File: config.mk
export PLATFORM = sky130hd
export DESIGN_NAME = rr_mux_arbiter
export DESIGN_NICKNAME = d
export VERILOG_FILES = /design/src/rtl/rr_mux_arbiter.sv
export SDC_FILE = /design/constraint.sdc
export NUM_CORES = 1
export LEC_CHECK = 0
export BUFFER_PORTS_ARGS = -buffer_cell sky130_fd_sc_hd__buf_2
export CAP_MARGIN = 25
export CORE_ASPECT_RATIO = 0.8
export CORE_MARGIN = 2
export CORE_UTILIZATION = 30
export DETAILED_ROUTE_END_ITERATION = 7
export PLACE_DENSITY = 0.44
export SYNTH_ARGS = -nofsm -noshare
export SYNTH_HDL_FRONTEND = slang
export SYNTH_SLANG_ARGS = --single-unit
File: constraint.sdc
create_clock -name clk -period 4.2 [get_ports clk]
set_clock_uncertainty 0.2 [all_clocks]
set_input_delay 0.84 -clock clk [delete_from_list [all_inputs] [get_ports clk]]
set_output_delay 0.84 -clock clk [all_outputs]
set_load 0.01 [all_outputs]
File: src/rtl/rr_mux_arbiter.sv
// Round-robin arbiter driving the select of a shared 8-to-1 single-bit mux.
// Grant tenure is bounded under contention; the selected data bit is registered onto y.
module rr_mux_arbiter #(
   parameter int unsigned MAX_HOLD = 4
) (
   input  logic       clk,
   input  logic       rst_n,
   input  logic [7:0] req,
   input  logic [7:0] din,
   output logic [7:0] gnt,
   output logic [2:0] sel,
   output logic       busy,
   output logic       y
);

   localparam int unsigned CW = (MAX_HOLD > 1) ? $clog2(MAX_HOLD) : 1;
   localparam logic [CW-1:0] CNT_MAX = CW'(MAX_HOLD - 1);

   typedef enum logic {S_IDLE, S_GRANT} state_e;

   state_e        state_q, state_d;
   logic [2:0]    ptr_q, ptr_d;
   logic [2:0]    sel_q, sel_d;
   logic [CW-1:0] cnt_q, cnt_d;
   logic [7:0]    gnt_q, gnt_d;
   logic          busy_q, busy_d;
   logic          y_q, y_d;
   logic [7:0]    others_c;
   logic          release_c;

   // First set bit of mask scanning start, start+1, ... with modulo-8 wrap.
   function automatic logic [2:0] pick(input logic [7:0] mask, input logic [2:0] start);
      logic [2:0] idx;
      logic [2:0] res;
      res = start;
      for (int i = 7; i >= 0; i--) begin
         idx = start + 3'(i);
         if (mask[idx]) res = idx;
      end
      return res;
   endfunction

   always_comb begin
      state_d   = state_q;
      ptr_d     = ptr_q;
      sel_d     = sel_q;
      cnt_d     = cnt_q;
      gnt_d     = gnt_q;
      busy_d    = busy_q;
      y_d       = busy_q ? din[sel_q] : 1'b0;
      others_c  = req & ~(8'(1) << sel_q);
      release_c = 1'b0;

      unique case (state_q)
         S_IDLE: begin
            if (req != 8'h00) begin
               sel_d   = pick(req, ptr_q);
               gnt_d   = 8'(1) << pick(req, ptr_q);
               cnt_d   = '0;
               busy_d  = 1'b1;
               state_d = S_GRANT;
            end
         end
         S_GRANT: begin
            release_c = !req[sel_q] || ((cnt_q == CNT_MAX) && (others_c != 8'h00));
            if (release_c) begin
               ptr_d = sel_q + 3'd1;
               if (others_c != 8'h00) begin
                  // back-to-back handover, no idle cycle between grantees
                  sel_d = pick(others_c, sel_q + 3'd1);
                  gnt_d = 8'(1) << pick(others_c, sel_q + 3'd1);
                  cnt_d = '0;
               end else begin
                  gnt_d   = 8'h00;
                  busy_d  = 1'b0;
                  state_d = S_IDLE;
               end
            end else if (cnt_q != CNT_MAX) begin
               cnt_d = cnt_q + CW'(1);
            end
         end
      endcase
   end

   always_ff @(posedge clk or negedge rst_n) begin
      if (!rst_n) begin
         state_q <= S_IDLE;
         ptr_q   <= 3'd0;
         sel_q   <= 3'd0;
         cnt_q   <= '0;
         gnt_q   <= 8'h00;
         busy_q  <= 1'b0;
         y_q     <= 1'b0;
      end else begin
         state_q <= state_d;
         ptr_q   <= ptr_d;
         sel_q   <= sel_d;
         cnt_q   <= cnt_d;
         gnt_q   <= gnt_d;
         busy_q  <= busy_d;
         y_q     <= y_d;
      end
   end

   assign gnt  = gnt_q;
   assign sel  = sel_q;
   assign busy = busy_q;
   assign y    = y_q;

endmodule

# Yosys cells after proc, flatten, opt, wreduce, memory -nomap -nowiden
# Index checks and enable logic that the tools add are counted.
[classes] addsub=16 multipliers=0 div_mod_pow=0 magnitude_cmp=17 eq_ne=8 shifts=3 muxes=76 bitwise=3 reduce_logical=10
[op_table] operator="< comparator 3 x 4 -> 1 bit, second input constant" n=17
[op_table] operator="2-to-1 mux 3 bit" n=21
[op_table] operator="binary-select mux 1 bit (select 3 bit)" n=18
[op_table] operator="2-to-1 mux 1 bit" n=25
[op_table] operator="adder 3 bit, second input constant" n=8
[op_table] operator="2-to-1 mux 8 bit" n=3
[op_table] operator="<< shifter 1 x 3 -> 8 bit, first input constant" n=3
[op_table] operator="one-hot mux 8 bit (2 select lines)" n=1
[op_table] operator="nonzero test 8 bit" n=2
[op_table] operator="adder 3 x 2 -> 3 bit, second input constant" n=4
[op_table] operator="adder 3 x 1 -> 3 bit, second input constant" n=3
[op_table] operator="AND reduction 3 bit" n=3
[op_table] operator="bitwise AND 8 bit" n=1
[op_table] operator="2-to-1 mux 2 bit" n=4
[op_table] operator="inverter 8 bit" n=1
[op_table] operator="!= test 2 bit, second input constant" n=3
[op_table] operator="one-hot mux 3 bit (2 select lines)" n=1
[op_table] operator="!= test 2 x 1 -> 1 bit, second input constant" n=2
[op_table] operator="one-hot mux 1 bit (2 select lines)" n=2
[op_table] operator="one-hot mux 2 bit (2 select lines)" n=1
[op_table] operator="AND reduction 2 bit" n=2
[op_table] operator="!= test 3 x 1 -> 1 bit, second input constant" n=1
[op_table] operator="!= test 3 bit, second input constant" n=1
[op_table] operator="adder 2 x 1 -> 2 bit, second input constant" n=1
[op_table] operator="other kinds (5)" n=5
[word_totals] reg_bits=19 latch_bits=0 ramBits=0 romBits=0 in_bits=18 out_inout_bits=13 word_cells=140 memories=0

# Logic depth before layout (Yosys ltp)
[depth] depth_word=20 mapped_depth=15 depth_no_buf=10

# Worst setup path before layout
# OpenSTA, ideal clock, no wires.
[synth_path] path_kind="register -> register" start="reg sel_q[0], in the netlist sel[0]" end="reg sel_q[2], in the netlist sel[2]" setup_ps=123 arrival_time_ps=3652 t_required_ps=3877 slack_ps=225 stages_incl_launch_ff=15 path_buffers=5 period_less_slack_ps=3975 path_cell_list="dfrtp_1 buf_6 buf_6 buf_2 buf_1 inv_1 ha_1 buf_2 xor2_1 mux4_2 a311oi_1 nand2_1 o221a_1 a31oi_1 a21oi_1"
[synth_via] elab_chain_cells=16 word_cells_on_any_way=47 classes_between="add/sub: 8; eq/ne: 2; shift: 1; mux: 29; bitwise: 2; reduce/logical: 5"
[synth_rtl] element="from (decl)" line_no="23" text="logic [2:0] sel_q, sel_d;"
[synth_rtl] element="from (signal assigned)" line_no="97" text="sel_q <= sel_d;"
[synth_rtl] element="branches (longest 16 deep; another with adder 3 x 1 -> 3 bit)"
# Several ways; the timed one is not identified. The select of a mux whose other input is x is not followed.
# A chain may end at the register's enable or synchronous reset.

# Worst setup path in the final report
# Ends and elaborated chain as after synthesis.

==> reports/metrics.csv <==
metric,value,unit
tns,0,ps
syn_inst,362,
cpMostUsedCell,ha_1,
drt_iter0_drc,354,
cp_top_family,compound AO/OA/AOI/OAI gates,
initial_core_util,30.6,%
synth_area_leader_cell,mux4_2,
clockBufferDepth,2,
worstHoldPathType,reg2reg,
slew_headroom,55.3,%
post_cts_buffers,0,
grt_antenna_before_repair,0,
grt_overflow,0,
areaGrowthSynthToFinish,11.8,%
drv_slew,0,
final_cell_mix,"nand2_1 (32), buf_2 (30), nor2_1 (28)",
synth-edff-count,0,
grt_pass1_wl,15.8,mm
cts_hold_repair.buffers,0,
crit_path_top_delay_cell,mux4_2,
critPathMaxStageDelay,650,ps
synth_top_area_share,16.0,%
synth.avg_cell_area,8.58,um^2
ios,31,
final_cells,523,
wire_per_inst,18.1,um
gp_congestion,0.869,
finalSetupViolCount,0,
yosysWarnings,0,
dr_wl_met2,4.20,mm
design_area,3470,um^2
die_y,95,um
crit_path_start_kind,flip-flop,
clk_latency,250,ps
cts-resized-gates,0,
synthArstFlopShare,100,%
vias_per_cell,5.77,
final_common_cell,nand2_1,
grt_max_degree,31,
rows,33,
drcViolationCount,0,
ys_ff_latch,19,
critPathBufInv,0,
yosysUniqueCellTypes,65,
worstPathCellList,ha_1 > ha_1 > xor2_1 > mux4_2 > a311oi_1 > o211ai_1 > o221a_1 > a31oi_1 > a21oi_1,
numCtsBuffers,3,
postRouteAntennaNets,0,
dp_cells,519,
synthTopCellsByArea,"mux4_2 (16%), dfrtp_1 (15%), mux2_2 (5.4%)",
route.met3.wl,331,um
wirelength,9.47,mm
synth-main-ff-cell,dfrtp_1,
drive_gt1_share,24.5,%
endpoint_kind,flip-flop,
coreArea,10200,um^2
critPathMaxFanout,7,
synth_nets,391,
fp.dieArea,11200,um^2
cts_root_buffer,clkbuf_16,
dr_total_vias,3017,
cp_data_required_time,4130,ps
rsz0062_at_grt,false,
max_freq,270,MHz
nets,413,
final_util,34.2,%
tightest_slew,661,ps
path_class,reg2reg,
arrival,3640,ps
die_x,118,um
hold_viol_final,0,
status,"finished, final reports clean",
cts_tree,built,
first_pass_iters,5,
dp_hpwl,7.32,mm
htreeDepth,1,
period_needed,3710,ps
grtUsageTotal,17.6,%
io_buffers,30,
n_antenna_cell,0,
routed.top_layer,met4,
synth_area,3110,um^2
placed_area,3390,um^2
max_cap_viol_count,0,
grt_pass1_vias,2869,
clk_pin_slew_worst_paths,60,ps
met1Wirelength,4.89,mm
clkSinkCount,19,
period_share,88.2,%
ys_seq_area_share,15.3,%
synth_stat cells (3+ instances only):
master / number
nand2_1: 32
nor2_1: 28
mux4_2: 22
o211ai_1: 21
a21oi_1: 19
dfrtp_1: 19
clkbuf_1: 15
mux2_2: 15
mux2i_1: 14
inv_1: 13
o21ai_0: 13
ha_1: 11
nand3_1: 9
a211oi_1: 8
a21o_1: 7
and2_1: 7
nand2b_1: 7
nor3_1: 6
buf_2: 5
nor2b_1: 5
xnor2_1: 5
buf_6: 4
nand3b_1: 4
o21a_1: 4
a221o_1: 3
a22oi_1: 3
a311oi_1: 3
and3_1: 3
nor4_1: 3
o22ai_1: 3
or2_2: 3
xor2_1: 3
worst min-delay path: stages (launching register included):
cell      delay (ps)
dfrtp_1          340
nand2_1           50
o211ai_1          70
cell families (layout without fill, tap and decap cells):
| kind of cell | Yosys count | count (layout) | share of synthesized area, % |
|---|---|---|---|
| buf+inv | 40 | 61 | 6.00 |
| xor+xnor | 8 | 8 | 2.26 |
| flops | 19 | 19 | 15.3 |
| simple gates | 120 | 120 | 19.5 |
| compound gates | 113 | 113 | 26.6 |
| fa+ha+maj | 11 | 11 | 4.43 |
| mux | 51 | 51 | 25.9 |
area by class of cell:
class / count / area (um^2)
fill: 1095 / 6690
clock inverter: 1 / 5.00
inverter: 15 / 56.3
multi-input combinational: 303 / 2440
clock buffer: 3 / 75.1
sequential: 19 / 475
timing repair buffer: 42 / 240
tap: 140 / 175
stage by stage:
stage	worst slack, ps	hold slack, ps
floorplan	225	270
global placement	597	287
detailed placement	545	289
CTS	529	307
global route	197	336
finish	495	298
layer usage:
metal,vias up,GRT usage [%]
met5,-,0
met1,1504,26.5
li1,1441,-
met4,0,1.51
met3,4,2.42
met2,68,27.6
path summary, 6_finish.rpt:
kind	startpoint	end	slack, ps	depth (start not counted)
max in group asynchronous	rst_n	state_q	3160	1
max reg2reg	sel[0]	sel[2]	490	9
min in group asynchronous	rst_n	gnt[4]	330	1
min reg2reg	gnt[6]	gnt[6]	300	2
max	sel[0]	sel[2]	490	9
min	gnt[6]	gnt[6]	300	2
registers in the layout, indices dropped and copies added, names as in the netlist:
register,cells
busy,1
cnt_q,2
gnt,8
ptr_q,3
sel,3
state_q,1
y,1
Power is not shown: default switching activity piles up to over one toggle a cycle in this logic, so the estimate is an artifact.
